## src/rtl/match_sequencer.sv

```systemverilog
// Match round/score controller: attract, serve countdown, play, point pause, game over. Optional macro MATCH_SEQUENCER_SCORE_LEDS_EN selects score LEDs instead of one-hot state LEDs.
// Latency: all outputs registered; a start edge or miss pulse is reflected the cycle after it is sampled.
// Backpressure: none; pulse inputs are consumed in the cycle they arrive or ignored.
module match_sequencer #(
   parameter int SCORE_W      = 4,
   parameter int WIN_SCORE    = 9,
   parameter int SERVE_FRAMES = 60,
   parameter int POINT_FRAMES = 90,
   parameter int FRAME_CNT_W  = 8,
   parameter int LEDS_W       = 8
) (
   input  logic               clk_i,
   input  logic               rst_ni,
   input  logic               new_frame_i,
   input  logic               start_i,
   input  logic               miss_left_i,
   input  logic               miss_right_i,
   output logic               ball_run_o,
   output logic               ball_reset_o,
   output logic               serve_dir_o,
   output logic [SCORE_W-1:0] score_l_o,
   output logic [SCORE_W-1:0] score_r_o,
   output logic [1:0]         winner_o,
   output logic [2:0]         state_o,
   output logic [LEDS_W-1:0]  leds_o
);

   typedef enum logic [2:0] {
      S_IDLE  = 3'd0,
      S_SERVE = 3'd1,
      S_PLAY  = 3'd2,
      S_POINT = 3'd3,
      S_OVER  = 3'd4
   } state_t;

   localparam logic [FRAME_CNT_W-1:0] SERVE_CNT = FRAME_CNT_W'(SERVE_FRAMES);
   localparam logic [FRAME_CNT_W-1:0] POINT_CNT = FRAME_CNT_W'(POINT_FRAMES);
   localparam logic [SCORE_W-1:0]     WIN      = SCORE_W'(WIN_SCORE);

   state_t                 state, state_n;
   logic                   start_q;
   logic                   start_edge;
   logic [FRAME_CNT_W-1:0] frame_cnt, frame_cnt_n, frame_step;
   logic [SCORE_W-1:0]     score_l, score_l_n, score_r, score_r_n;
   logic                   serve_dir, serve_dir_n;
   logic [1:0]             winner, winner_n;
   logic                   ball_run_n, ball_reset_n;
   logic [LEDS_W-1:0]      leds_n;

   assign start_edge = start_i & ~start_q;
   assign frame_step = (frame_cnt == '1) ? frame_cnt : frame_cnt + 1'b1;

   always_comb begin
      state_n     = state;
      frame_cnt_n = frame_cnt;
      score_l_n   = score_l;
      score_r_n   = score_r;
      serve_dir_n = serve_dir;
      winner_n    = winner;

      case (state)
         S_IDLE: begin
            score_l_n = '0;
            score_r_n = '0;
            if (start_edge) state_n = S_SERVE;
         end
         S_SERVE: begin
            if (new_frame_i) begin
               frame_cnt_n = frame_step;
               if (frame_step == SERVE_CNT) state_n = S_PLAY;
            end
         end
         S_PLAY: begin
            // A simultaneous double miss is a replay: no score, serve side kept.
            if (miss_left_i && miss_right_i) begin
               state_n = S_POINT;
            end else if (miss_left_i) begin
               score_r_n   = score_r + 1'b1;
               serve_dir_n = 1'b0;
               state_n     = S_POINT;
            end else if (miss_right_i) begin
               score_l_n   = score_l + 1'b1;
               serve_dir_n = 1'b1;
               state_n     = S_POINT;
            end
         end
         S_POINT: begin
            if (new_frame_i) begin
               frame_cnt_n = frame_step;
               if (frame_step == POINT_CNT) begin
                  if (score_l == WIN || score_r == WIN) begin
                     state_n  = S_OVER;
                     winner_n = {score_r == WIN, score_l == WIN};
                  end else begin
                     state_n = S_SERVE;
                  end
               end
            end
         end
         S_OVER: begin
            if (start_edge) begin
               score_l_n   = '0;
               score_r_n   = '0;
               winner_n    = 2'b00;
               serve_dir_n = 1'b0;
               state_n     = S_SERVE;
            end
         end
         default: state_n = S_IDLE;
      endcase

      // Entry clear also swallows any frame pulse seen on the entering cycle.
      if (state_n != state && (state_n == S_SERVE || state_n == S_POINT))
         frame_cnt_n = '0;

      ball_run_n   = (state_n == S_PLAY);
      ball_reset_n = !ball_run_n;

      leds_n = '0;
`ifdef MATCH_SEQUENCER_SCORE_LEDS_EN
      for (int i = 0; i < LEDS_W; i++) begin
         if (i < SCORE_W)
            leds_n[i] = score_l_n[i];
         else if (i < 2 * SCORE_W)
            leds_n[i] = score_r_n[i-SCORE_W];
      end
`else
      leds_n[4:0] = 5'(5'b00001 << state_n);
`endif
   end

   always_ff @(posedge clk_i or negedge rst_ni) begin
      if (!rst_ni) begin
         state        <= S_IDLE;
         start_q      <= 1'b1;
         frame_cnt    <= '0;
         score_l      <= '0;
         score_r      <= '0;
         serve_dir    <= 1'b0;
         winner       <= 2'b00;
         ball_run_o   <= 1'b0;
         ball_reset_o <= 1'b1;
         leds_o       <= '0;
      end else begin
         state        <= state_n;
         start_q      <= start_i;
         frame_cnt    <= frame_cnt_n;
         score_l      <= score_l_n;
         score_r      <= score_r_n;
         serve_dir    <= serve_dir_n;
         winner       <= winner_n;
         ball_run_o   <= ball_run_n;
         ball_reset_o <= ball_reset_n;
         leds_o       <= leds_n;
      end
   end

   assign state_o     = state;
   assign score_l_o   = score_l;
   assign score_r_o   = score_r;
   assign serve_dir_o = serve_dir;
   assign winner_o    = winner;

endmodule

```

## config.mk

```make
export PLATFORM = sky130hd
export DESIGN_NAME = match_sequencer
export DESIGN_NICKNAME = d
export VERILOG_FILES = /design/src/rtl/match_sequencer.sv
export SDC_FILE = /design/constraint.sdc
export NUM_CORES = 1
export LEC_CHECK = 0
export ABC_AREA = 1
export BUFFER_PORTS_ARGS = -buffer_cell sky130_fd_sc_hd__buf_2
export CAP_MARGIN = 15
export CORE_ASPECT_RATIO = 0.9
export CORE_MARGIN = 5
export CORE_UTILIZATION = 43
export CTS_CLUSTER_DIAMETER = 30
export CTS_CLUSTER_SIZE = 8
export DETAILED_ROUTE_END_ITERATION = 12
export SLEW_MARGIN = 20
export SYNTH_ARGS = -nofsm -noshare
export SYNTH_HDL_FRONTEND = slang
export SYNTH_SLANG_ARGS = --single-unit
```

## constraint.sdc

```tcl
create_clock -name clk_i -period 5.9 [get_ports clk_i]
set_clock_uncertainty 0.15 [all_clocks]
set_input_delay 1.18 -clock clk_i [delete_from_list [all_inputs] [get_ports clk_i]]
set_output_delay 1.18 -clock clk_i [all_outputs]
set_load 0.05 [all_outputs]
```

==> results of run 1 <==
==> per-stage QoR <==
stage / total power, mW / hold WS (ns) / area, µm²
finish: 1.03 / 0.330 / 2090
global route: 1.12 / 0.383 / 2090
CTS: 1.05 / 0.336 / 2090
detailed placement: 0.793 / 0.320 / 1960
global placement: 0.788 / 0.322 / 1960
floorplan: 0.696 / 0.430 / 1810
==> final timing paths <==
kind                       slack (ns)           end
min reg2reg                      0.33   serve_dir_o
max reg2reg                      3.64  frame_cnt[1]
max                              3.52  ball_reset_o
min                              0.33   serve_dir_o
max in group asynchronous        4.40     leds_o[1]
min in group asynchronous        0.78    state_o[1]
==> state kept, by name, summed over array words and instances (netlist names) <==
name	cells
state_o	3
start_q	1
ball_reset_o	1
leds_o	5
winner_o	2
frame_cnt	8
score_l_o	4
serve_dir_o	1
score_r_o	4
==> synth_stat cells <==
cell type	instances	share of area (%)
nor2_8	1	1.1
nand3b_2	1	0.63
nand3b_1	2	0.83
a21boi_0	1	0.42
o22ai_1	2	0.70
o21ai_1	2	0.56
nor2_1	13	2.7
a21oi_1	5	1.4
or2_2	1	0.35
nand3_2	2	1.1
a31oi_1	1	0.35
buf_4	5	2.1
dfrtp_1	27	38
o21ai_0	14	3.9
nand2_2	8	2.8
nor2_4	3	1.9
nand4_1	5	1.7
nand2_1	58	12
xor2_1	3	1.5
o21a_1	1	0.42
ha_1	6	4.2
inv_1	40	8.4
dfstp_2	2	2.9
nand2_4	3	1.9
inv_2	6	1.3
nor2_2	5	1.7
nand3_1	16	4.5
conb_1	1	0.21
or2_1	1	0.35
nor3_2	1	0.56
==> cell families after synthesis <==
family	count (synthesis)	synth area share [%]
and+or+nand+nor	120	34.2
buffers and inverters	51	11.7
DFF	29	40.5
AOI/OAI and AO/OA	26	7.72
adders and majority gates	6	4.18
xor gates and xnor gates	3	1.46
other	1	0.209
==> power groups by stage <==
stage / clock network (mW) / logic [mW] / registers [mW]
4_1_cts: 0.255 / 0.477 / 0.315
3_5_place_dp: 0 / 0.476 / 0.318
3_3_place_gp: 0 / 0.472 / 0.317
2_1_floorplan: 0 / 0.275 / 0.421
6_report: 0.248 / 0.470 / 0.314
5_1_grt: 0.262 / 0.527 / 0.327
==> final cells by class <==
| type | count | area [µm²] |
|---|---|---|
| repair buffers | 26 | 130 |
| clock buffers | 5 | 68.8 |
| inverters | 46 | 173 |
| clock inverters | 3 | 65.1 |
| fillers | 417 | 1980 |
| well taps | 48 | 60.1 |
| multi-input cells | 158 | 867 |
| flip-flops and latches | 29 | 728 |
==> layer usage <==
layer | part of all wire, % | global-route usage, % | up-vias
li1 | - | - | 783
met1 | 51 | 21.2 | 674
met2 | 41 | 20.7 | 32
met3 | 6.3 | 5.03 | 7
met4 | 1.7 | 5.24 | 0
met5 | 0 | 0 | -
==> run metrics, run 1 <==
Worst setup EP type=output port; Net Sw Frac=46.3%; Worst-Skew Late Latency=0.29 ns; Core Util, Final=51.4%; fmax=420 MHz; Critical R2R Launch=frame_cnt[0]; fin cells=315; R2R cell count=12; Detail Placement HPWL=2810 µm; VDD IR max=269 µV; Final period util=40.3%; min cycle time layout=2.38 ns; GRT overflow=0; RSZ-0062 raised after global routing=no; n_diodes=0; critical path's largest stage delay=0.51 ns; register share of total power=30.4%; Worst EP arrival=1.05 ns; first-pass GRT wire length=6380 µm; hold crit path type=flop to flop; Cell Chain, Critical Path=buf_2; commonest non-fill, non-tap cell in the layout=nand2_1; area grow syn2layout=16.4%; Clock Pin Slew Worst Setup and Hold Paths=0.07 ns; CTS Sinks=29; CP Class=flop to output port; mean routed wirelength per cell=11.8 µm; hold wc startpoint=serve_dir_o; gpl congestion=0.831; Buf/Inv on CP=1; post-route setup slack=3.52 ns; clock share of power=24.0%; Req. time, crit path=4.57 ns; CTS tree=yes; Initial Util=44.1%; Post-Syn Area=1800 µm²; die area=5580 µm²; H-tree depth=2; initial antenna violation count=0; Final Hold Viols=0; hold depth=2; commonest non-fill, non-tap cells in the layout=nand2_1, inv_1, dfrtp_1; Setup-failing EPs final=0; Stages on worst setup path=1; Post-CTS Repair Setup Buffers=0; post-route ant nets=0; Vert. Die Dim=71.3 µm; Crit. Startpoint=ball_reset_o; Max Buffers Root-to-Sink=2; Worst Tran Pin Value=0.663 ns; Setup TNS Final=0 ns; vias in the first global route=1357; clk root buf=clkbuf_8; cell row count=22; nets=278; share of cells above drive strength 1=25.1%; total CTS buffers=5; core area=4070 µm²; Netlist cell types=30; highest-delay cell along the critical path=dfstp_2; Logic pwr share=45.5%; Die W=78.2 µm; Vias/cell=4.75; post-synthesis area per instance=7.62 µm²; largest net degree at the start of global routing=30; IO Pins=30; # resized after CTS=0; max_slew headroom=55.8%; I/O Buffers=26; WL final=3710 µm; Cells after Synth=236; Slew Limit Fails=0; Max-Cap Viols=0; crit-path max FO=1; pwr/cell area=494 nW/µm²; Post-Place Cells=307; # DRC=0; # hold bufs at CTS=0; initial drt markers=50; synthesized flop and latch total=29; Post-Place Setup Slack=3.33 ns; synthesis warning total=0; NetSw=0.479 mW; Lkg Pwr=1.18 nW; status=completed; first-pass detailed-route iteration total=4; Int Power=0.555 mW; Tot GR Track Use=14.8%; register area share after synthesis=40.5%; routed via count=1496; critical path launch point type=flop; delay-heaviest family, CP=flip-flops
No activity file was read; power rests on OpenSTA's default activity.
==> inputs of run 2 (changes only) <==
PLACE_DENSITY = 0.66   (was unset)
clock period = 2.1 ns   (was 5.9 ns; I/O delays follow)
==> run 2 against run 1 <==
Largest power group unchanged. Sequential power grew to 2.7 times the previous value. Critical path depth rose by 11. Flip-flop and latch count stayed put. Largest cell class unchanged. Sequential share of layout area fell by 1.1 points.
==> run metrics, run 2 (same netlist as run 1, synthesis figures left out) <==
H-tree depth=2; Clock Pin Slew Worst Setup and Hold Paths=0.07 ns; Worst EP arrival=2.05 ns; area grow syn2layout=20.3%; Lkg Pwr=1.23 nW; hold crit path type=primary input to asynchronous set/reset pin; Buf/Inv on CP=1; commonest non-fill, non-tap cells in the layout=nand2_1, inv_1, dfrtp_1; initial antenna violation count=0; Max-Cap Viols=0; delay-heaviest family, CP=simple AND/OR/NAND/NOR gates; fin area=2160 µm²; routed via count=1531; Worst Tran Pin Value=0.647 ns; clk root buf=clkbuf_8; Regs by FF count=frame_cnt x8, leds_o x5; Max Buffers Root-to-Sink=2; WL met2=1720 µm; Initial Util=44.1%; commonest non-fill, non-tap cell in the layout=nand2_1; Post-DP Area=2000 µm²; met1 wire length=1800 µm; Req. time, crit path=2.12 ns; vias in the first global route=1460; VDD IR max=723 µV; Cell Chain, Critical Path=ha_4 -> nand2_4 -> nor2_4 -> nand2_4 -> nand2_2 -> nand3_1 -> nor2_2 -> nand3_1 -> nand2_2 -> nand3b_2 -> nand2_1 -> inv_1; Setup TNS Final=0 ns; initial drt markers=98; min cycle time layout=2.03 ns; gpl congestion=0.897; share of cells above drive strength 1=27.8%; RSZ-0062 raised after global routing=yes; GRT overflow=0; IO Pins=30; Slew Limit Fails=0; core area=4070 µm²; Vias/cell=4.77; highest routed layer=met4; CP Class=flop to flop; Final Hold Viols=0; pwr/cell area=1350 nW/µm²; cell row count=22; fmax=493 MHz; Detail Placement HPWL=2940 µm; Die W=78.2 µm; nets=284; highest-delay cell along the critical path=dfrtp_1; post-route ant nets=0; Core Util, Final=53.1%; first-pass GRT wire length=6510 µm; Worst setup EP type=flop; Final period util=96.5%; I/O Buffers=26; max_slew headroom=56.9%; die area=5580 µm²; CTS Sinks=29; total CTS buffers=5; n_diodes=0; critical path launch point type=flop; first-pass detailed-route iteration total=4; Most flops, register=frame_cnt; WL final=3800 µm; Worst-Skew Late Latency=0.28 ns; crit-path max FO=8; status=completed; Largest register FFs=8; Vert. Die Dim=71.3 µm; CTS tree=yes; critical path's largest stage delay=0.40 ns; mean routed wirelength per cell=11.8 µm; # DRC=0; Setup-failing EPs final=0; largest net degree at the start of global routing=30; Tot GR Track Use=14.9%; met3 WL=252 µm
## run 2: cell types whose count changed in the layout (fill, tap and decap cells not counted), sizes merged
cell,change
clkinv,-1
buf,+6
clkbuf,+1
clkinvlp,+1
bufinv,-1
## run 2: where the power goes
part | internal, mW | total [mW] | switching (mW)
Sequential | 0.713 | 0.862 | 0.149
Combinational | 0.444 | 1.46 | 1.01
Clock | 0.385 | 0.603 | 0.217
Total | 1.54 | 2.92 | 1.38
## run 2: path summary, 6_finish.rpt
path                       slack [ns]      endpoint  depth (start not counted)    startpoint
setup / recovery                 0.07  frame_cnt[7]                         12  frame_cnt[0]
hold / removal                   0.01  frame_cnt[2]                          1        rst_ni
setup reg to reg                 0.07  frame_cnt[7]                         12  frame_cnt[0]
hold reg to reg                  0.35  score_r_o[3]                          1  score_r_o[3]
max in group asynchronous        1.36   winner_o[1]                          1        rst_ni
min in group clk_i               0.10       start_q                          1       start_i
## run 2: final cells by class
type,count,area (µm²)
clock buffer,6,82.6
clock inverter,2,37.5
fill,401,1910
inverter,46,173
multi-input combinational,158,902
sequential,29,728
tap,48,60.1
timing repair buffer,32,179
## run 2: metal layers
layer	track usage (%)	vias to the layer above
li1	-	797
met1	20.6	681
met2	22.3	51
met3	5.40	2
met4	3.50	0
met5	0	-
## run 2: stage by stage
step                instances  total power, mW  hold WS (ns)  worst slack [ns]
floorplan                 238             1.96       -0.0256             0.116
global placement          312             2.27         0.323             0.100
detailed placement        312             2.29         0.338            0.0689
CTS                       320             2.90        0.0380            0.0487
global route              321             3.15        0.0614           -0.0356
finish                    321             2.92        0.0135            0.0735
## run 2: repair_timing
item | in CTS | in global routing
gates resized for setup | 0 | 8
hold buffers | 0 | 0
buffers inserted | 0 | 1
endpoints found under the setup margin | 0 | 16
